[config.mk]
export PLATFORM = sky130hd
export DESIGN_NAME = clock_divider_prog_flat
export DESIGN_NICKNAME = d
export VERILOG_FILES = /design/src/rtl/clock_divider_prog_if.sv /design/src/rtl/clock_divider_prog.sv /design/src/flat_wrapper.sv
export SDC_FILE = /design/constraint.sdc
export NUM_CORES = 1
export LEC_CHECK = 0
export BUFFER_PORTS_ARGS = -buffer_cell sky130_fd_sc_hd__buf_2
export CORE_MARGIN = 3
export CORE_UTILIZATION = 56
export DETAILED_ROUTE_END_ITERATION = 8
export GPL_TIMING_DRIVEN = 0
export PLACE_DENSITY = 0.72
export RECOVER_POWER = 25
export SLEW_MARGIN = 20
export SYNTH_ARGS = -nofsm -noshare
export SYNTH_HDL_FRONTEND = slang
export SYNTH_SLANG_ARGS = --single-unit
[constraint.sdc]
create_clock -name clk_i -period 9.76 [get_ports clk_i]
set_clock_uncertainty 0.1 [all_clocks]
set_input_delay 0 -clock clk_i [delete_from_list [all_inputs] [get_ports clk_i]]
set_output_delay 0 -clock clk_i [all_outputs]
set_load 0.005 [all_outputs]
[src/rtl/clock_divider_prog_if.sv]
// Control/status bundle for clock_divider_prog: per-channel enable, config load and divided-clock outputs.
// Vectors are packed per channel; channel k uses bit k, or bits [k*W +: W] for config fields.
interface clock_divider_prog_if #(
  parameter int W  = 16,
  parameter int CH = 2
);
  logic [CH-1:0]   en_i;
  logic [CH-1:0]   load_i;
  logic [CH*W-1:0] div_i;
  logic [CH*W-1:0] high_i;
  logic [CH-1:0]   clk_o;
  logic [CH-1:0]   rise_o;
  logic [CH-1:0]   fall_o;
  logic [CH-1:0]   busy_o;
  logic [CH-1:0]   err_o;

  modport master (
    output en_i, load_i, div_i, high_i,
    input  clk_o, rise_o, fall_o, busy_o, err_o
  );

  modport slave (
    input  en_i, load_i, div_i, high_i,
    output clk_o, rise_o, fall_o, busy_o, err_o
  );
endinterface

[src/rtl/clock_divider_prog.sv]
// Multi-channel programmable clock divider with rise/fall strobes; 1 cycle from en_i to clk_o high.
// No backpressure: every load is accepted (applied now or at the next wrap) or rejected via err_o.
module clock_divider_prog #(
  parameter int W        = 16,
  parameter int CH       = 2,
  parameter int DEF_DIV  = 50,
  parameter int DEF_HIGH = 25
) (
  input logic                 clk_i,
  input logic                 rst_i,
  clock_divider_prog_if.slave bus
);

  typedef enum logic [1:0] {
    IDLE = 2'd0,
    RUN  = 2'd1,
    STOP = 2'd2
  } state_t;

  localparam logic [W-1:0] DEF_DIV_W  = W'(DEF_DIV);
  localparam logic [W-1:0] DEF_HIGH_W = W'(DEF_HIGH);

  genvar k;
  generate
    for (k = 0; k < CH; k++) begin : g_ch
      state_t       state;
      logic [W-1:0] cnt;
      logic [W-1:0] div_q;
      logic [W-1:0] high_q;
      logic [W-1:0] pend_div;
      logic [W-1:0] pend_high;
      logic         pend_vld;
      logic         clk_q;
      logic         rise_q;
      logic         fall_q;
      logic         busy_q;
      logic         err_q;

      logic [W-1:0] ld_div;
      logic [W-1:0] ld_high;
      logic         ld_ok;
      logic         ld_acc;
      logic         wrap;
      logic         fall_pt;

      assign ld_div  = bus.div_i[k*W +: W];
      assign ld_high = bus.high_i[k*W +: W];
      assign ld_ok   = (ld_div >= W'(2)) && (ld_high != '0) && (ld_high < ld_div);
      assign ld_acc  = bus.load_i[k] && ld_ok;
      // cnt never exceeds div_q-1, and high_q < div_q keeps fall and wrap on distinct cycles
      assign wrap    = (cnt == div_q - W'(1));
      assign fall_pt = (cnt == high_q - W'(1));

      always_ff @(posedge clk_i or posedge rst_i) begin
        if (rst_i) begin
          state     <= IDLE;
          cnt       <= '0;
          div_q     <= DEF_DIV_W;
          high_q    <= DEF_HIGH_W;
          pend_div  <= '0;
          pend_high <= '0;
          pend_vld  <= 1'b0;
          clk_q     <= 1'b0;
          rise_q    <= 1'b0;
          fall_q    <= 1'b0;
          busy_q    <= 1'b0;
          err_q     <= 1'b0;
        end else begin
          rise_q <= 1'b0;
          fall_q <= 1'b0;
          err_q  <= bus.load_i[k] && !ld_ok;

          case (state)
            IDLE: begin
              cnt <= '0;
              if (ld_acc) begin
                div_q    <= ld_div;
                high_q   <= ld_high;
                pend_vld <= 1'b0;
              end
              if (bus.en_i[k]) begin
                state  <= RUN;
                clk_q  <= 1'b1;
                rise_q <= 1'b1;
                busy_q <= 1'b1;
              end
            end

            default: begin
              if (wrap) begin
                cnt <= '0;
                if (pend_vld) begin
                  div_q    <= pend_div;
                  high_q   <= pend_high;
                  pend_vld <= 1'b0;
                end
                if (bus.en_i[k]) begin
                  state  <= RUN;
                  clk_q  <= 1'b1;
                  rise_q <= 1'b1;
                end else begin
                  state  <= IDLE;
                  clk_q  <= 1'b0;
                  busy_q <= 1'b0;
                end
              end else begin
                cnt   <= cnt + W'(1);
                state <= bus.en_i[k] ? RUN : STOP;
                if (fall_pt) begin
                  clk_q  <= 1'b0;
                  fall_q <= 1'b1;
                end
              end
              // A load on the wrap cycle lands after the old pending value is consumed
              if (ld_acc) begin
                pend_div  <= ld_div;
                pend_high <= ld_high;
                pend_vld  <= 1'b1;
              end
            end
          endcase
        end
      end

      assign bus.clk_o[k]  = clk_q;
      assign bus.rise_o[k] = rise_q;
      assign bus.fall_o[k] = fall_q;
      assign bus.busy_o[k] = busy_q;
      assign bus.err_o[k]  = err_q;
    end
  endgenerate

endmodule

[src/flat_wrapper.sv]
// flat-port wrapper written by rule: the top's interface ports become plain ports
module clock_divider_prog_flat 
#(
  parameter int W        = 16,
  parameter int CH       = 2,
  parameter int DEF_DIV  = 50,
  parameter int DEF_HIGH = 25
)
  (clk_i, rst_i, bus_en_i, bus_load_i, bus_div_i, bus_high_i, bus_clk_o, bus_rise_o, bus_fall_o, bus_busy_o, bus_err_o);
  clock_divider_prog_if #(.W(W), .CH(CH)) bus_i ();
  input logic clk_i;
  input logic rst_i;
  input wire logic [$bits(bus_i.en_i)-1:0] bus_en_i;
  input wire logic [$bits(bus_i.load_i)-1:0] bus_load_i;
  input wire logic [$bits(bus_i.div_i)-1:0] bus_div_i;
  input wire logic [$bits(bus_i.high_i)-1:0] bus_high_i;
  output wire logic [$bits(bus_i.clk_o)-1:0] bus_clk_o;
  output wire logic [$bits(bus_i.rise_o)-1:0] bus_rise_o;
  output wire logic [$bits(bus_i.fall_o)-1:0] bus_fall_o;
  output wire logic [$bits(bus_i.busy_o)-1:0] bus_busy_o;
  output wire logic [$bits(bus_i.err_o)-1:0] bus_err_o;
  assign bus_i.en_i = bus_en_i;
  assign bus_i.load_i = bus_load_i;
  assign bus_i.div_i = bus_div_i;
  assign bus_i.high_i = bus_high_i;
  assign bus_clk_o = bus_i.clk_o;
  assign bus_rise_o = bus_i.rise_o;
  assign bus_fall_o = bus_i.fall_o;
  assign bus_busy_o = bus_i.busy_o;
  assign bus_err_o = bus_i.err_o;
  clock_divider_prog #(.W(W), .CH(CH), .DEF_DIV(DEF_DIV), .DEF_HIGH(DEF_HIGH)) u_core (.clk_i(clk_i), .rst_i(rst_i), .bus(bus_i));
endmodule
## Word-level counts from Yosys, hierarchy flattened

Cells that the tools add are included.

- Add/sub/neg operators: 6
- Order comparisons: 4
- Eq/ne operators: 10
- Mux-type cells: 64
- Bitwise gates (word level): 2
- Reduce and logical (&&, ||, !) cells: 32

Operators with widths:

| cell | count |
|---|---|
| two-way mux 16 bit | 20 |
| equality test 16 bit | 4 |
| subtractor 16 x 1 -> 16 bit, second input constant | 4 |
| two-way mux 1 bit | 36 |
| adder 16 x 1 -> 16 bit, second input constant | 2 |
| greater-or-equal comparator 16 x 2 -> 1 bit, second input constant | 2 |
| less-than comparator 16 bit | 2 |
| nonzero test 16 bit | 2 |
| two-way mux 2 bit | 8 |
| AND reduction 2 bit | 6 |
| AND reduction 3 bit | 4 |
| nonzero test 2 bit | 6 |
| logical AND 1 bit | 8 |
| != test 2 x 1 -> 1 bit, second input constant | 4 |
| nonzero test 3 bit | 2 |
| logical NOT 2 bit | 2 |
| != test 2 bit, second input constant | 2 |
| logical NOT 1 bit | 2 |
| NOT 1 bit | 2 |

- Flip-flop bits (word level): 176
- Input bits: 70
- Output and inout bits: 10
- Logic and storage cells: 142

## Longest topological paths before layout

Gate-level depths: netlist of the first run.

- Depth after elaboration: 6
- Depth in mapped cells: 11
- Mapped depth without buffers: 9

## Worst setup path after synthesis of the first run

No wires, ideal clock.

- Path type: register to register
- Start: reg u_core.g_ch[1].div_q[0]
- End: reg u_core.g_ch[1].div_q[2]
- Library setup time: 0.123 ns
- Arrival time: 2.906 ns
- Data required time: 9.537 ns
- Path slack: 6.631 ns
- Stages on the path, launching flop included: 12
- Buffers on the path: 2
- Period minus slack after synthesis: 3.129 ns
- Path through: dfrtp_1 > inv_1 > ha_1 > nor3b_2 > a21oi_1 > or4_1 > nor4_2 > nand4_1 > or4_1 > buf_2 > buf_6 > o221a_1

- Longest elaborated chain between the ends: 4

Ends and longest elaborated chain:

| item | line | source |
|---|---|---|
| from (decl) | clock_divider_prog.sv:28 | `logic [W-1:0] div_q;` |
| from (signal assigned) | clock_divider_prog.sv:77 | `div_q <= ld_div;` |
| from (signal assigned) | clock_divider_prog.sv:93 | `div_q <= pend_div;` |
| subtractor 16 x 1 -> 16 bit | clock_divider_prog.sv:51 | `assign wrap = (cnt == div_q - W'(1));` |
| equality test 16 bit | clock_divider_prog.sv:51 |  |
| nonzero test 2 bit (no source line) | - |  |
| AND reduction 3 bit (no source line) | - |  |

Every way passes these cells.
A chain may end at the register's enable or synchronous reset.

## Worst setup path after layout of the first run

- Start: reg u_core.g_ch[1].div_q[0]
- End: reg u_core.g_ch[1].cnt[13]

- Longest elaborated chain between the ends: 4

Ends and longest elaborated chain:

| item | line | source |
|---|---|---|
| subtractor 16 x 1 -> 16 bit | clock_divider_prog.sv:51 |  |
| equality test 16 bit | clock_divider_prog.sv:51 |  |
| two-way mux 16 bit | clock_divider_prog.sv:90 | `if (wrap) begin` |
| two-way mux 16 bit | clock_divider_prog.sv:73 | `case (state)` |
| to (signal assigned) | clock_divider_prog.sv:107 | `cnt <= cnt + W'(1);` |
| to (decl) | clock_divider_prog.sv:27 | `logic [W-1:0] cnt;` |

Every way passes these cells.

==> results of run 1 <==
kinds of logic after synthesis:
family                   count (synthesis)
AO/OA/AOI/OAI                          246
XOR/XNOR                               100
adder cells (fa/ha/maj)                 36
buffers and inverters                  126
flip-flops                             176
multiplexers                            59
AND/OR/NAND/NOR                        300
cell type report:
cell class | instances | area, um2 | area share (%)
Timing Repair Buffer | 149 | 1110 | 8.89
Clock inverter | 12 | 96.3 | 0.774
Tap cell | 229 | 287 | 2.30
Sequential cell | 176 | 4420 | 35.5
Clock buffer | 20 | 457 | 3.67
Multi-Input combinational cell | 741 | 5500 | 44.1
Inverter | 56 | 211 | 1.70
Buffer | 70 | 379 | 3.04
worst reg2reg max path, stage by stage, from the launching register on:
cell and delay, ns:
dfrtp_1 0.44, inv_1 0.08, ha_1 0.24, nor3b_2 0.50, a21oi_1 0.13, or4_1 0.58
nor4_2 0.20, nand4_1 0.20, o21ai_1 0.61, clkbuf_1 0.48, nor2_1 0.11
stage by stage:
| stage | area, um2 | setup slack (ns) | hold slack, ns | cells |
|---|---|---|---|---|
| floorplan | 10500 | 4.91 | -0.0336 | 1043 |
| global placement | 11200 | 2.86 | 0.138 | 1351 |
| detailed placement | 11200 | 5.93 | -0.0119 | 1352 |
| CTS | 12500 | 5.93 | 0.0691 | 1453 |
| global route | 12500 | 5.58 | 0.278 | 1453 |
| finish | 12500 | 5.93 | 0.269 | 1453 |
flip-flops by register name (all words and copies together) (netlist names), 4 cells and up:
register,cells
u_core.g_ch.pend_div,32
u_core.g_ch.state,4
u_core.g_ch.div_q,32
u_core.g_ch.cnt,32
u_core.g_ch.high_q,32
u_core.g_ch.pend_high,32
how the worst max path moves through the flow:
stage | from | cells past startpoint | end
3_3_place_gp | rst_i | 2 | u_core.g_ch[0].pend_high[12]
5_1_grt | u_core.g_ch[1].div_q[0] | 10 | u_core.g_ch[1].cnt[13]
6_report | u_core.g_ch[1].div_q[0] | 10 | u_core.g_ch[1].cnt[13]
4_1_cts | u_core.g_ch[1].div_q[0] | 10 | u_core.g_ch[1].cnt[13]
3_5_place_dp | u_core.g_ch[1].div_q[0] | 10 | u_core.g_ch[1].cnt[13]
2_1_floorplan | rst_i | 1 | u_core.g_ch[0].busy_q
where the power goes:
part	internal, mW	switching (mW)
clock	0.345	0.308
combinational	0.280	0.272
sequential	0.885	0.166
total	1.51	0.746
metal layers:
layer | part of all wire, % | up-vias | global-route usage [%] | wire length [um]
met5 | 0 | - | 0 | 0
li1 | - | 4143 | - | -
met1 | 46 | 4431 | 41.8 | 13000
met2 | 45 | 318 | 43.1 | 12600
met4 | 1.3 | 0 | 5.95 | 362
met3 | 7.6 | 33 | 5.76 | 2150
synth_stat cells, drive strengths merged, types with 12 or more instances:
| cell type | count |
|---|---|
| xor2 | 48 |
| o22ai | 33 |
| o21ba | 24 |
| dfstp | 12 |
| buf | 32 |
| nand2b | 21 |
| xnor2 | 52 |
| inv | 56 |
| a31oi | 18 |
| nor2 | 78 |
| nand2 | 31 |
| o221a | 32 |
| nand3 | 24 |
| clkbuf | 38 |
| mux2 | 52 |
| nand4 | 21 |
| and3 | 14 |
| o21ai | 53 |
| a21oi | 17 |
| nor3 | 16 |
| dfrtp | 164 |
| or2 | 20 |
| nor4 | 29 |
| ha | 36 |
==> results.toml, run 1 <==
[min_path]
hp-start = "bus_div_i[16]"
holdPathEnd = "u_core.g_ch[1].pend_div[0]"
whs_path_depth = 3
hold_class = "input pin to register"

[placement]
place.port_buffers = 79
gp_congestion = 0.918
dp_hpwl_um = 20000

[critical_path]
cp-start-kind = "register"
cp-end-kind = "register"
crit_fanout = 10
crit_family = "simple AND/OR/NAND/NOR gates"
slowest_stage = "o21ai_1"
reg2reg_setup_slack_ns = 5.93
path_buf_inv = 2
slowest_delay_ns = 0.61
worst_ep_arrival_time_ns = 4.03
crit_required_ns = 9.96
r2r_start = "u_core.g_ch[1].div_q[0]"
reg2regPathDepth = 10
crit_type = "register to register"
r2r-end = "u_core.g_ch[1].cnt[13]"
critical_path.cell_chain = "inv_1 -> ha_1 -> nor3b_2 -> a21oi_1 -> or4_1 -> nor4_2 -> nand4_1 -> o21ai_1 -> clkbuf_1 -> nor2_1"

[finish]
fillers = 1421
layout_common_cells = "164 x dfrtp_1, 83 x buf_2, 78 x nor2_1, 69 x dlygate4sd3_1, 55 x inv_1"
postLayoutCoreUtil_pct = 68.4
drive_above_1_share_pct = 19.6
final_common_cell = "dfrtp_1"
nets = 1317
area_growth_pct = 18.5
diodes = 0

[yosys]
ys_warn_count = 0
synth_edf_count = 0
ys_ff_latch = 176
ys_types = 73
synth_compound_area_share_pct = 17.7
synthArstFlopShare_pct = 100
avgSynthCellArea_um2 = 10.1
syn_area_mm2 = 0.0105
synthCells = 1043
synth_top_area_cell = "dfrtp_1"
yosys_most_used_dff = "dfrtp_1"
synth_top_family_by_area = "compound AO/OA/AOI/OAI gates"
yosys.area_share.simple_pct = 15.7
synth_top_area_share_pct = 39.1
synthesis.nets = 1149
synth_seq_area_share_pct = 42.1
synth_xor_area_share_pct = 8.34
synth_area_leaders = "dfrtp_1 39%, mux2_2 5.5%, xnor2_1 4.3%, ha_1 4.3%, xor2_1 4.0%"
synth.area.mux_share_pct = 6.28
yosys.area_share.adder_pct = 4.29

[clock_network]
cts_setup_buffers = 0
cts_hold_buf = 69
cts-resized-gates = 0
clk_latency_ns = 0.44
path_clk_slew_ns = 0.08
cts_tree = "yes"
cts-root-buf = "clkbuf_16"
htreeDepth = 4
cts_max_path_buffers = 2
numCtsBuffers = 17
cts.sinks = 176

[power]
total_power_mw = 2.25
power_per_cell_area_mw_per_mm2 = 181
peakVddDrop_uv = 132
leakage_nw = 5.29

[global_route]
overflow = 0
grtUsageTotal_pct = 28.2
grt_antenna_before_repair = 0
grt_max_degree = 111
grt_pass1_vias = 8504
grt_first_pass_wirelength_um = 44900

[routing]
firstDrtPassIters = 5
viasPerCell = 6.14
via_count = 8925
detail-route-antenna-nets = 0
routed_wl_um = 28200
route.detailed.wl_per_inst_um = 19.4
drc = 0
drt_iter0_drc = 730

[sta]
tns_ns = 0
tightest_slew_ns = 3.00
period_share_pct = 39.3
grt_setup_unrepaired = "false"
drv_slew = 67
setup-violations-final = 0
hold_violations = 0
fmax_mhz = 261
slew_headroom_pct = -101
layout_min_cycle_time_ns = 3.83

[floorplan]
coreArea_mm2 = 0.0182
io_pins = 80
die_h_um = 143
die_w_um = 143
rows = 49
dieArea_mm2 = 0.0204
start_util_pct = 57.7

[run_status]
outcome = "finished with violations"
violations = "max-capacitance violations, max-slew violations"

[job]
maxCapViolations = 1
Power figures use the tool's default switching activity.
==> inputs of run 2 (changes only) <==
- CORE_UTILIZATION: 56 -> 55
- PLACE_DENSITY: 0.72 -> 0.74
- clock period: 9.76 -> 3.3 ns (I/O delays scaled with it)
==> results.toml, run 2 (synthesis gave the netlist of run 1 again) <==
[placement]
dpl_worst_slack_ns = -0.518
place_area_mm2 = 0.0113
gp_congestion = 0.888
dp_hpwl_um = 20200
place.port_buffers = 79

[routing]
via_count = 9044
drt_iter0_drc = 869
firstDrtPassIters = 5
routed_wl_um = 29400
viasPerCell = 6.15
route.detailed.wl_per_inst_um = 20.0
drc = 0
detail-route-antenna-nets = 0

[global_route]
grt_pass1_vias = 8514
grt_max_degree = 31
grtUsageTotal_pct = 27.9
grt_first_pass_wirelength_um = 45100
grt_antenna_before_repair = 1
overflow = 0

[sta]
layout_min_cycle_time_ns = 3.32
fmax_mhz = 302
setup-violations-final = 19
hold_violations = 0
period_share_pct = 100
tightest_slew_ns = 1.60
setup_ws_ns = -0.0152
finalHoldWorstSlack_ns = 0.211
slew_headroom_pct = -6.68
drv_slew = 28

[critical_path]
crit_family = "simple AND/OR/NAND/NOR gates"
critical_path.cell_chain = "inv_1 -> ha_4 -> nor3b_4 -> buf_6 -> a311oi_2 -> a31oi_1 -> nor4_2 -> nand4_1 -> or4_4 -> buf_6 -> buf_6 -> o221a_1"
reg2reg_setup_slack_ns = -0.02
cp-start-kind = "register"
path_common_cell = "buf_6"
cp-end-kind = "register"
path_buf_inv = 4
crit_required_ns = 3.52
slowest_stage = "or4_4"
crit_type = "register to register"
crit_fanout = 10
worst_ep_arrival_time_ns = 3.53
slowest_delay_ns = 0.58

[floorplan]
die_w_um = 144
start_util_pct = 57.3
dieArea_mm2 = 0.0208
rows = 49
coreArea_mm2 = 0.0183
io_pins = 80
die_h_um = 144

[finish]
drive_above_1_share_pct = 24.4
area_growth_pct = 23.4
layout_common_cells = "160 x dfrtp_1, 82 x buf_2, 78 x nor2_1, 69 x dlygate4sd3_1, 54 x inv_1"
multi_input_area_mm2 = 0.00577
seq_area_mm2 = 0.00442
final_common_cell = "dfrtp_1"
fillers = 1312
nets = 1333
fin_area_mm2 = 0.0130

[job]
maxCapViolations = 2

[power]
pwr-share-comb_pct = 26.0
switching_share_pct = 34.1
seqPwrFrac_pct = 45.5
p_int_mw = 4.57
p_sw_mw = 2.37
pwr-share-clk_pct = 28.6
leakage_nw = 5.50
peakVddDrop_uv = 444
power_per_cell_area_mw_per_mm2 = 536

[clock_network]
cts-root-buf = "clkbuf_16"
cts_tree = "yes"
cts.sinks = 176
path_clk_slew_ns = 0.07
cts_max_path_buffers = 2
htreeDepth = 4
clk_latency_ns = 0.44
numCtsBuffers = 17

[run_status]
violations = "max-capacitance violations, max-slew violations, negative setup slack"
outcome = "finished with violations"

[min_path]
hold_class = "input pin to asynchronous set/reset pin"
## run 2: path summary, 6_finish.rpt
path,to,cells past startpoint,startpoint
worst max-delay path,u_core.g_ch[1].high_q[9],12,u_core.g_ch[1].div_q[1]
worst min-delay path,u_core.g_ch[0].pend_high[10],3,rst_i
worst max register to register,u_core.g_ch[1].high_q[9],12,u_core.g_ch[1].div_q[1]
worst min register to register,u_core.g_ch[1].pend_high[5],1,u_core.g_ch[1].pend_high[5]
max in group asynchronous,u_core.g_ch[1].div_q[5],7,rst_i
min in group clk_i,u_core.g_ch[1].err_q,6,bus_high_i[18]
## run 2: area by class of cell
class	count	area share [%]
Multi-Input combinational cell	741	44.5
Sequential cell	176	34.1
Timing Repair Buffer	169	10.0
Clock buffer	19	3.49
Buffer	66	3.02
Tap cell	229	2.21
Inverter	56	1.63
Clock inverter	13	0.927
Antenna cell	1	0.0193
## run 2: power groups by stage
stage          combinational (mW)  sequential, mW  clock [mW]
6_report                     1.80            3.16        1.98
5_1_grt                      1.97            3.21        2.08
4_1_cts                      1.67            3.10        1.99
3_5_place_dp                 1.56            3.12           0
3_3_place_gp                 1.49            3.10           0
2_1_floorplan                1.22            2.95           0
## run 2: stage by stage
step	TNS [ns]	power, mW	std cells	utilization [%]
6_report	-0.106	6.94	1470	70.7
5_1_grt	-0.920	7.26	1470	70.7
4_1_cts	-0.0556	6.76	1462	69.2
3_5_place_dp	-18.89	4.69	1357	61.7
3_3_place_gp	-39.25	4.59	1351	61.0
2_1_floorplan	0	4.17	1043	-
## run 2: metal layers
layer	global-route usage [%]	up-vias	wire length [um]
met5	0	-	0
met4	9.03	0	529
met3	4.86	46	2340
met2	41.6	399	13200
met1	41.7	4418	13300
li1	-	4181	-
## run 2: what timing repair did
action,in CTS,in global routing
gates cloned,0,0
buffers inserted,6,9
hold endpoints to repair,209,0
gates resized for setup,14,59
setup endpoints to repair,92,100
pin swaps,4,15
hold buffers,69,0
## run 2: worst min-delay path, stage by stage
cell	delay [ns]
dlygate4sd3_1	0.53
buf_2	0.12
clkinvlp_2	0.63
==> inputs of run 3 (changes only) <==
- ABC_AREA: not set -> 1
- CORE_UTILIZATION: 55 -> 56
- PLACE_DENSITY: 0.74 -> 0.72
- clock period: 3.3 -> 3.2 ns (I/O delays scaled with it)
==> results.toml, run 3 <==
[critical_path]
crit_start = "bus_div_i[11]"
critical_path.cell_chain = "dlygate4sd3_1 -> buf_2 -> inv_1 -> ha_1 -> a21oi_1 -> o21ai_0 -> a21oi_1 -> nand4_1 -> o21ai_1 -> clkbuf_1 -> nand3_1 -> nand2_1"
cp-start-kind = "input pin"
crit_type = "input pin to register"
reg2reg_setup_slack_ns = 0.58
cp.depth = 12
path_common_cell = "a21oi_1"
r2r-end = "u_core.g_ch[0].div_q[6]"
crit_required_ns = 3.46
endpoint = "u_core.g_ch[0].high_q[1]"
crit_family = "buffers and inverters"
slowest_delay_ns = 0.55
crit_fanout = 10
path_buf_inv = 4
slowest_stage = "dlygate4sd3_1"
worst_ep_arrival_time_ns = 2.98
cp-end-kind = "register"
reg2regPathDepth = 16
r2r_start = "u_core.g_ch[0].div_q[0]"

[finish]
nets = 1918
drive_above_1_share_pct = 9.59
diodes = 0
layout_common_cells = "538 x nand2_1, 187 x inv_1, 170 x nor2_1, 164 x dfrtp_1, 142 x o21ai_0"
fillers = 1674
area_growth_pct = 18.3
final_common_cell = "nand2_1"

[placement]
dp_hpwl_um = 22800
place.port_buffers = 79
gp_congestion = 0.914

[min_path]
hold_class = "input pin to asynchronous set/reset pin"

[routing]
drc = 0
drt_iter0_drc = 895
routed_wl_um = 31100
firstDrtPassIters = 6
detail-route-antenna-nets = 0
viasPerCell = 5.28
via_count = 11000
route.detailed.wl_per_inst_um = 14.9

[sta]
slew_headroom_pct = -12.5
period_share_pct = 84.9
tightest_slew_ns = 1.69
tns_ns = 0
grt_setup_unrepaired = "false"
drv_slew = 29
layout_min_cycle_time_ns = 2.72
setup-violations-final = 0
hold_violations = 0
fmax_mhz = 368

[global_route]
overflow = 0
grt_max_degree = 37
grt_pass1_vias = 10400
grtUsageTotal_pct = 29.1
grt_antenna_before_repair = 0
grt_first_pass_wirelength_um = 52000

[clock_network]
cts-resized-gates = 0
cts_max_path_buffers = 2
cts.sinks = 176
path_clk_slew_ns = 0.07
htreeDepth = 4
cts_tree = "yes"
cts_setup_buffers = 0
clk_latency_ns = 0.43
cts-root-buf = "clkbuf_16"
numCtsBuffers = 17

[yosys]
ys_types = 36
avgSynthCellArea_um2 = 6.95
synth_compound_area_share_pct = 7.93
yosys.area_share.adder_pct = 3.96
synth_xor_area_share_pct = 5.92
synth_seq_area_share_pct = 38.8
syn_area_mm2 = 0.0114
ys_ff_latch = 176
synth.area.mux_share_pct = 0
synth_top_area_share_pct = 36.0
synthCells = 1639
ys_warn_count = 0
yosys_most_used_dff = "dfrtp_1"
synth_top_family_by_area = "simple AND/OR/NAND/NOR gates"
synthArstFlopShare_pct = 100
synth_edf_count = 0
synthesis.nets = 1745
synth_area_leaders = "dfrtp_1 36%, nand2_1 18%, o21ai_0 6.2%, inv_1 6.2%, nor2_1 5.6%"
synth_top_area_cell = "dfrtp_1"
yosys.area_share.simple_pct = 33.8
yosysMostFrequentCell = "nand2_1"
synth_common_cells = "538 x nand2_1, 188 x inv_1, 170 x nor2_1, 164 x dfrtp_1, 142 x o21ai_0"

[floorplan]
io_pins = 80
coreArea_mm2 = 0.0197
start_util_pct = 57.8
die_w_um = 149
rows = 51
die_h_um = 149
dieArea_mm2 = 0.0221

[power]
leakage_nw = 7.08
total_power_mw = 9.13
peakVddDrop_uv = 377
power_per_cell_area_mw_per_mm2 = 677

[job]
maxCapViolations = 1

[run_status]
violations = "max-capacitance violations, max-slew violations"
outcome = "finished with violations"
[run 3: how the worst min path moves through the flow]
stage | to | slack, ns | depth (start not counted)
4_1_cts | u_core.g_ch[0].err_q | 0.07 | 3
2_1_floorplan | u_core.g_ch[0].state[1] | -0.03 | 1
6_report | u_core.g_ch[0].pend_high[14] | 0.16 | 3
3_5_place_dp | u_core.g_ch[0].err_q | -0.02 | 2
5_1_grt | u_core.g_ch[0].pend_high[12] | 0.21 | 3
3_3_place_gp | u_core.g_ch[0].state[1] | 0.10 | 2
[run 3: final cells by class]
type	count	area, um2	share of cell area, %
multi-input combinational	1204	5870	43.6
sequential	176	4420	32.8
timing repair buffer	154	1160	8.62
inverter	191	718	5.33
clock buffer	19	443	3.29
buffer	68	379	2.81
tap	265	332	2.46
clock inverter	13	151	1.12
[run 3: routing by layer]
metal / part of all wire [%] / vias up / global-route usage [%]
li1: - / 5503 / -
met1: 49 / 5095 / 44.5
met2: 42 / 367 / 42.7
met3: 6.4 / 60 / 4.97
met4: 2.3 / 0 / 8.13
met5: 0 / - / 0
[run 3: what timing repair did]
| action | in CTS | in global routing |
|---|---|---|
| endpoints found under the hold margin | 227 | 0 |
| hold buffers | 69 | 0 |
| setup endpoints to repair | 0 | 0 |
[run 3: logic make-up (layout without fill, tap and decap cells)]
logic type,count (synthesis),in the layout
xor+xnor,77,77
flops,176,176
buf+inv,259,445
fa+ha+maj,36,36
simple gates,915,915
compound gates,176,176
[run 3: power by group]
group / internal, mW / switching (mW) / total [mW] / leakage, nW
logic: 1.41 / 2.21 / 3.62 / 4.58
registers: 2.80 / 0.596 / 3.39 / 2.22
clock network: 1.19 / 0.926 / 2.11 / 0.276
total: 5.39 / 3.73 / 9.13 / 7.08
[run 3: tightest hold or removal path, stage by stage]
cell and delay (ns):
dlygate4sd3_1 0.53, buf_2 0.12, clkinvlp_2 0.54
[run 3: through the flow]
step / hold WS (ns) / cell area (um2) / utilization (%) / cells / worst slack, ns
finish: 0.155 / 13500 / 68.3 / 2090 / 0.483
global route: 0.207 / 13500 / 68.3 / 2090 / 0.278
CTS: 0.0736 / 13500 / 68.7 / 2090 / 0.572
detailed placement: -0.0172 / 12300 / 62.1 / 1989 / 0.638
global placement: 0.103 / 12100 / 61.5 / 1983 / -0.280
floorplan: -0.0336 / 11400 / - / 1639 / 0.857
